--- src/rtl/sk_adder_pipe.sv ---
// Pipelined Sklansky prefix adder, WIDTH power of two, STAGES register cuts inside the tree.
// Latency STAGES+2 cycles; the whole pipe advances only when the output slot is empty or being consumed.
// Backpressure: in_ready = !out_valid || out_ready. Optional signed overflow output under SK_ADDER_OVF_EN.
module sk_adder_pipe #(
  parameter int WIDTH  = 64,
  parameter int STAGES = 1
) (
  input  logic             clk,
  input  logic             rst_n,
  input  logic             in_valid,
  output logic             in_ready,
  input  logic [WIDTH-1:0] a,
  input  logic [WIDTH-1:0] b,
  input  logic             cin,
  output logic             out_valid,
  input  logic             out_ready,
  output logic [WIDTH-1:0] sum,
  output logic             cout
`ifdef SK_ADDER_OVF_EN
  ,
  output logic             ovf
`endif
);

  localparam int L = $clog2(WIDTH);

  // True when one of the STAGES cuts lands right after prefix level lvl.
  function automatic bit is_cut(input int lvl);
    bit r;
    r = 1'b0;
    for (int k = 1; k <= STAGES; k++) begin
      if ((k * L) / (STAGES + 1) == lvl) r = 1'b1;
    end
    return r;
  endfunction

  logic en;
  logic out_vld_q, out_vld_d;

  assign en       = !out_vld_q || out_ready;
  assign in_ready = en;

  logic [WIDTH-1:0] a_q, a_d, b_q, b_d;
  logic             cin_q, cin_d, in_vld_q, in_vld_d;

  always_comb begin
    a_d      = a;
    b_d      = b;
    cin_d    = cin;
    in_vld_d = in_valid;
  end

  always_ff @(posedge clk) begin
    if (!rst_n) begin
      a_q      <= '0;
      b_q      <= '0;
      cin_q    <= 1'b0;
      in_vld_q <= 1'b0;
    end else if (en) begin
      a_q      <= a_d;
      b_q      <= b_d;
      cin_q    <= cin_d;
      in_vld_q <= in_vld_d;
    end
  end

  for (genvar lvl = 0; lvl <= L; lvl++) begin : g_lvl
    logic [WIDTH-1:0] g_c, p_c, pz_c, g_s, p_s, pz_s;
    logic             cin_c, vld_c, cin_s, vld_s;

    if (lvl == 0) begin : g_form
      // cin enters as a bit -1 generate, absorbed into the bit 0 generate term.
      always_comb begin
        p_c    = a_q ^ b_q;
        g_c    = a_q & b_q;
        g_c[0] = (a_q[0] & b_q[0]) | ((a_q[0] ^ b_q[0]) & cin_q);
        pz_c   = a_q ^ b_q;
        cin_c  = cin_q;
        vld_c  = in_vld_q;
      end
    end else begin : g_pfx
      always_comb begin
        g_c   = g_lvl[lvl-1].g_s;
        p_c   = g_lvl[lvl-1].p_s;
        pz_c  = g_lvl[lvl-1].pz_s;
        cin_c = g_lvl[lvl-1].cin_s;
        vld_c = g_lvl[lvl-1].vld_s;
        for (int j = 0; j < WIDTH; j++) begin
          if (((j >> (lvl - 1)) & 1) == 1) begin
            g_c[j] = g_lvl[lvl-1].g_s[j] |
                     (g_lvl[lvl-1].p_s[j] & g_lvl[lvl-1].g_s[(j & ~((1 << (lvl - 1)) - 1)) - 1]);
            p_c[j] = g_lvl[lvl-1].p_s[j] & g_lvl[lvl-1].p_s[(j & ~((1 << (lvl - 1)) - 1)) - 1];
          end
        end
      end
    end

    if (is_cut(lvl)) begin : g_cut
      logic [WIDTH-1:0] g_q, g_d, p_q, p_d, pz_q, pz_d;
      logic             c_q, c_d, v_q, v_d;

      always_comb begin
        g_d  = g_c;
        p_d  = p_c;
        pz_d = pz_c;
        c_d  = cin_c;
        v_d  = vld_c;
      end

      always_ff @(posedge clk) begin
        if (!rst_n) begin
          g_q  <= '0;
          p_q  <= '0;
          pz_q <= '0;
          c_q  <= 1'b0;
          v_q  <= 1'b0;
        end else if (en) begin
          g_q  <= g_d;
          p_q  <= p_d;
          pz_q <= pz_d;
          c_q  <= c_d;
          v_q  <= v_d;
        end
      end

      assign g_s   = g_q;
      assign p_s   = p_q;
      assign pz_s  = pz_q;
      assign cin_s = c_q;
      assign vld_s = v_q;
    end else begin : g_thru
      assign g_s   = g_c;
      assign p_s   = p_c;
      assign pz_s  = pz_c;
      assign cin_s = cin_c;
      assign vld_s = vld_c;
    end
  end

  // Group propagate of the last level has no consumer.
  logic unused_p;
  assign unused_p = ^g_lvl[L].p_s;

  logic [WIDTH-1:0] sum_q, sum_d;
  logic             cout_q, cout_d;

  // After the last level G[i] is the carry out of bit i; carry into bit 0 is cin.
  always_comb begin
    sum_d     = g_lvl[L].pz_s ^ {g_lvl[L].g_s[WIDTH-2:0], g_lvl[L].cin_s};
    cout_d    = g_lvl[L].g_s[WIDTH-1];
    out_vld_d = g_lvl[L].vld_s;
  end

  always_ff @(posedge clk) begin
    if (!rst_n) begin
      sum_q     <= '0;
      cout_q    <= 1'b0;
      out_vld_q <= 1'b0;
    end else if (en) begin
      sum_q     <= sum_d;
      cout_q    <= cout_d;
      out_vld_q <= out_vld_d;
    end
  end

  assign sum       = sum_q;
  assign cout      = cout_q;
  assign out_valid = out_vld_q;

`ifdef SK_ADDER_OVF_EN
  logic ovf_q, ovf_d;

  // Signed overflow: carry into the MSB differs from carry out of it.
  always_comb begin
    ovf_d = g_lvl[L].g_s[WIDTH-1] ^ g_lvl[L].g_s[WIDTH-2];
  end

  always_ff @(posedge clk) begin
    if (!rst_n) begin
      ovf_q <= 1'b0;
    end else if (en) begin
      ovf_q <= ovf_d;
    end
  end

  assign ovf = ovf_q;
`endif

endmodule

--- config.mk ---
export PLATFORM = sky130hd
export DESIGN_NAME = sk_adder_pipe
export DESIGN_NICKNAME = d
export VERILOG_FILES = /design/src/rtl/sk_adder_pipe.sv
export SDC_FILE = /design/constraint.sdc
export NUM_CORES = 1
export LEC_CHECK = 0
export CAP_MARGIN = 25
export CORE_MARGIN = 2
export CORE_UTILIZATION = 37
export CTS_BUF_LIST = sky130_fd_sc_hd__clkbuf_8
export DETAILED_ROUTE_END_ITERATION = 10
export GPL_ROUTABILITY_DRIVEN = 0
export SETUP_SLACK_MARGIN = 0.05
export SYNTH_ARGS = -nofsm -noshare
export SYNTH_HDL_FRONTEND = slang
export SYNTH_SLANG_ARGS = --single-unit
--- constraint.sdc ---
create_clock -name clk -period 2.3 [get_ports clk]
set_input_delay 0.345 -clock clk [delete_from_list [all_inputs] [get_ports clk]]
set_output_delay 0.345 -clock clk [all_outputs]
set_load 0.05 [all_outputs]
* Word-level counts from Yosys, hierarchy flattened *
Cells that the tools add are included.

storage, ports and cells
  input port bits = 133
  output and inout port bits = 67
  flip-flop bits (word level) = 390
  word-level logic and storage cells = 541

operators by class
  bitwise logic cells = 527
  reduce and logical (&&, ||, !) cells = 2

operators by type and width
  kind                number
  1-bit bitwise AND   330
  1-bit OR            193
  64-bit XOR          2
  64-bit bitwise AND  1
  1-bit zero test     1
  1-bit logical OR    1
  1-bit XOR           1

* Depth between registers and ports, before layout *
Gate-level depths: netlist of run 1.

  word-level depth = 9
  gate-level depth with buffers = 8
  depth with buffers taken out = 6

* Worst setup path after synthesis of run 1 *
OpenSTA, ideal clock, no wires.

  kind = register to output
  start point = register out_vld_q (netlist: out_valid)
  end point = output port in_ready
  required time = 1.955 ns
  path slack = 0.467 ns
  path buffers = 3
  data arrival time = 1.488 ns
  stages on the path, launching flop included = 6
  path through = dfxtp_1 > nor2b_1 > inv_1 > buf_2 > buf_2 > buf_2

between the ends
  cells in the longest elaborated chain, start to end = 2

ends and longest elaborated chain
  element                   RTL line  RTL
  start: declaration        38        logic out_vld_q, out_vld_d;
  start signal: assignment  162       out_vld_q <= out_vld_d;
  1-bit zero test           40        assign en = !out_vld_q || out_ready;
  1-bit logical OR          40
  end: declaration          11        output logic in_ready,

Every way passes these cells.

* Worst setup path in the final report of run 1 *
  start point = register sum_q[30] (netlist: sum[30])
  end point = output port sum[30]

RTL lines
  element                   RTL line  RTL
  start: declaration        144       logic [WIDTH-1:0] sum_q, sum_d;
  start signal: assignment  160       sum_q <= sum_d;
  end: declaration          17        output logic [WIDTH-1:0] sum,

No word-level cell between the ends.

==> flow_summary.toml, run 1 <==
[routing]
drt-pass1-iter-count = 5
initialDrtViolationCount = 614
antenna_left = 0
routedWlPerCell_um = 14.89
drc_errors = 0
vias_per_cell = 4.966
vias = 12970
wl_um = 38890

[sta]
slew_viol_final = 0
timing.fmax_mhz = 463.8
tns_ps = 0
post-route-worst-setup-slack_ps = 143.7
rsz0062_at_grt = "false"
hold_viol = 0
setup_viol = 0
min_period_ps = 2156
worst-slew-pin-transition_ps = 529.3
max_slew_margin = 0.6465
clock_skew_ps = 22.01
period_share = 0.9375

[logic_synthesis]
yosys-top-cells-count = "nand2_1 (513), dfxtp_1 (375), a21oi_1 (316)"
synth_edf_count = 0
synth_area_mm2 = 0.01511
ys_seq_area_frac = 0.4967
postSynth.asyncResetShare = 0
avgSynthCellArea_um2 = 8.228
netlist.area_leader.share = 0.4967
yosysUniqueCellTypes = 41
ys.flop_type = "dfxtp_1"
synth_top_area_cell = "dfxtp_1"
ys_ff_latch = 375
syn_nets = 2037
synth.most_common_cell = "nand2_1"
ys_warn_count = 0
synth_area_leaders = "dfxtp_1 (50%), nand2_1 (13%), a21oi_1 (10%)"
syn_inst = 1837

[setup_path]
crit_type = "reg2out"
crit_arrival_ps = 1810
slowest_stage = "clkdlybuf4s50_1"
startpoint_type = "flip-flop"
crit_path_end_kind = "output port"
path_cells = "clkdlybuf4s50_1"
max_stage_delay_ps = 820
critPathTopFamily = "buffers and inverters"
cp.required_ps = 1960
worst-path-buf-inv = 1
cp_max_fo = 2

[global_routing]
antenna_found_initial = 2
grt_overflow = 0
grt_pass1_wl_um = 63090
grt_pass1_vias = 12690
grt_max_degree = 71
grtUsageTotal = 0.1824

[clock_tree]
clk_pin_slew_ps = 60
clockRootBuffer = "clkbuf_8"
cts_tree = "built"
cts.sinks = 375
clk_latency_ps = 650
cts_made_buffers = 61
cts.htree.levels = 2
cts_buffer_depth = 3

[placement]
portBuffers = 199
dpl.hpwl_um = 26590
dpl_cell_area_mm2 = 0.01784
place_ws_ps = 147.3

[floorplanning]
die_x_um = 206.1
dieArea_mm2 = 0.04248
core_mm2 = 0.04055
rows = 74
die_h_um = 206.1
start_util = 0.3727
pin_count = 200

[power]
ir_drop_mv = 0.4175
power.density_mw_per_mm2 = 779.0
p_leak_uw = 0.008176

[cells_and_area]
drive_above_1_share = 0.07985
n_antenna_cell = 0
synthToLayoutAreaGrowth_pct = 26.82
fillers = 4004
final_area_mm2 = 0.01917
nets = 2226

[flow_run]
maxCapViolCount = 0

[run_status]
status = "completed"

[worst_hold_path]
hp-class = "in2reg"
## placed cells by master (no fill, tap or decap), types with 31 or more instances in the layout
master | Yosys | final
nand2_1 | 513 | 513
dfxtp_1 | 375 | 375
a21oi_1 | 316 | 316
clkdlybuf4s50_1 | 0 | 182
nor2_1 | 117 | 116
clkbuf_8 | 0 | 84
ha_1 | 67 | 67
o21ai_0 | 45 | 45
a21o_1 | 31 | 31
buf_4 | 0 | 31
## where the power goes
part | switching (uW) | total (uW) | internal (uW)
Clock | 2710 | 5960 | 3250
Combinational | 1080 | 1880 | 795
Sequential | 222 | 7090 | 6870
## cell type report
cell class              instances  area [um2]  share of cell area
well taps                     532       665.6             0.03473
repair buffers                246        2569              0.1340
clock buffers                  84        1156             0.06031
clock inverters                32       151.4            0.007898
inverters                      13       66.31            0.003460
flip-flops and latches        375        7507              0.3916
multi-input cells            1329        7053              0.3679
## repair_timing
item | CTS | global route
endpoints found under the setup margin | 8 | 9
buffers inserted | 1 | 0
hold buffers | 0 | 0
resized for setup | 7 | 9
## tightest hold or removal path, delay by kind of cell
family / cells / cell delay, ps
and+or+nand+nor: 1 / 60
AOI/OAI and AO/OA: 1 / 50
buffers and inverters: 1 / 400
## routing by layer
layer,global-route usage,vias up,routed length [um]
met5,0,-,28
met1,0.2351,5996,17720
met4,0.06607,4,1051
li1,-,6600,-
met3,0.04447,79,2199
met2,0.2961,286,17880
## stage by stage
| step | power (uW) | utilization | hold WS (ps) | cells |
|---|---|---|---|---|
| final | 14930 | 0.4727 | 251.6 | 2611 |
| after global routing | 15680 | 0.4727 | 199.2 | 2611 |
| after CTS | 15160 | 0.4721 | 184.2 | 2611 |
| after detailed placement | 9130 | 0.4399 | 442.1 | 2494 |
| after global placement | 9108 | 0.4399 | 438.5 | 2494 |
| after floorplan | 8352 | - | 431.3 | 1837 |
## cells by family (layout without fill, tap and decap cells)
family	count (synthesis)	count (layout)	synth area share
and+or+nand+nor	690	690	0.1783
AOI/OAI and AO/OA	500	500	0.1892
DFF	375	375	0.4967
buffers and inverters	133	375	0.03733
adders and majority gates	67	67	0.05546
xor gates and xnor gates	57	57	0.03303
muxes	15	15	0.009934
## sequential cells by signal (all words and copies together), names as in the netlist, 56 cells and up
| name | count |
|---|---|
| sum | 64 |
| b_q | 64 |
| g_lvl.g_cut.g_q | 64 |
| a_q | 64 |
| g_lvl.g_cut.pz_q | 56 |
| g_lvl.g_cut.p_q | 57 |
## final timing paths
check | startpoint | endpoint | slack, ps | cells after the start
min | a[35] | a_q[35] | 250 | 3
min reg2reg | g_lvl[3].g_cut.p_q[41] | g_lvl[3].g_cut.p_q[41] | 450 | 2
max reg2reg | g_lvl[3].g_cut.g_q[7] | sum[25] | 440 | 6
max | sum[30] | sum[30] | 140 | 1
Note: power is estimated with default switching activity, not from simulation.
==> inputs of run 2 (changes only) <==
--- a/config.mk
+++ b/config.mk
@@ -9,6 +9,7 @@
 export CORE_MARGIN = 2
 export CORE_UTILIZATION = 37
 export CTS_BUF_LIST = sky130_fd_sc_hd__clkbuf_8
+export CTS_CLUSTER_DIAMETER = 150
 export DETAILED_ROUTE_END_ITERATION = 10
 export GPL_ROUTABILITY_DRIVEN = 0
 export SETUP_SLACK_MARGIN = 0.05
==> results of run 2 <==
No change in the layout: final DEF, timing and power equal those of run 1.
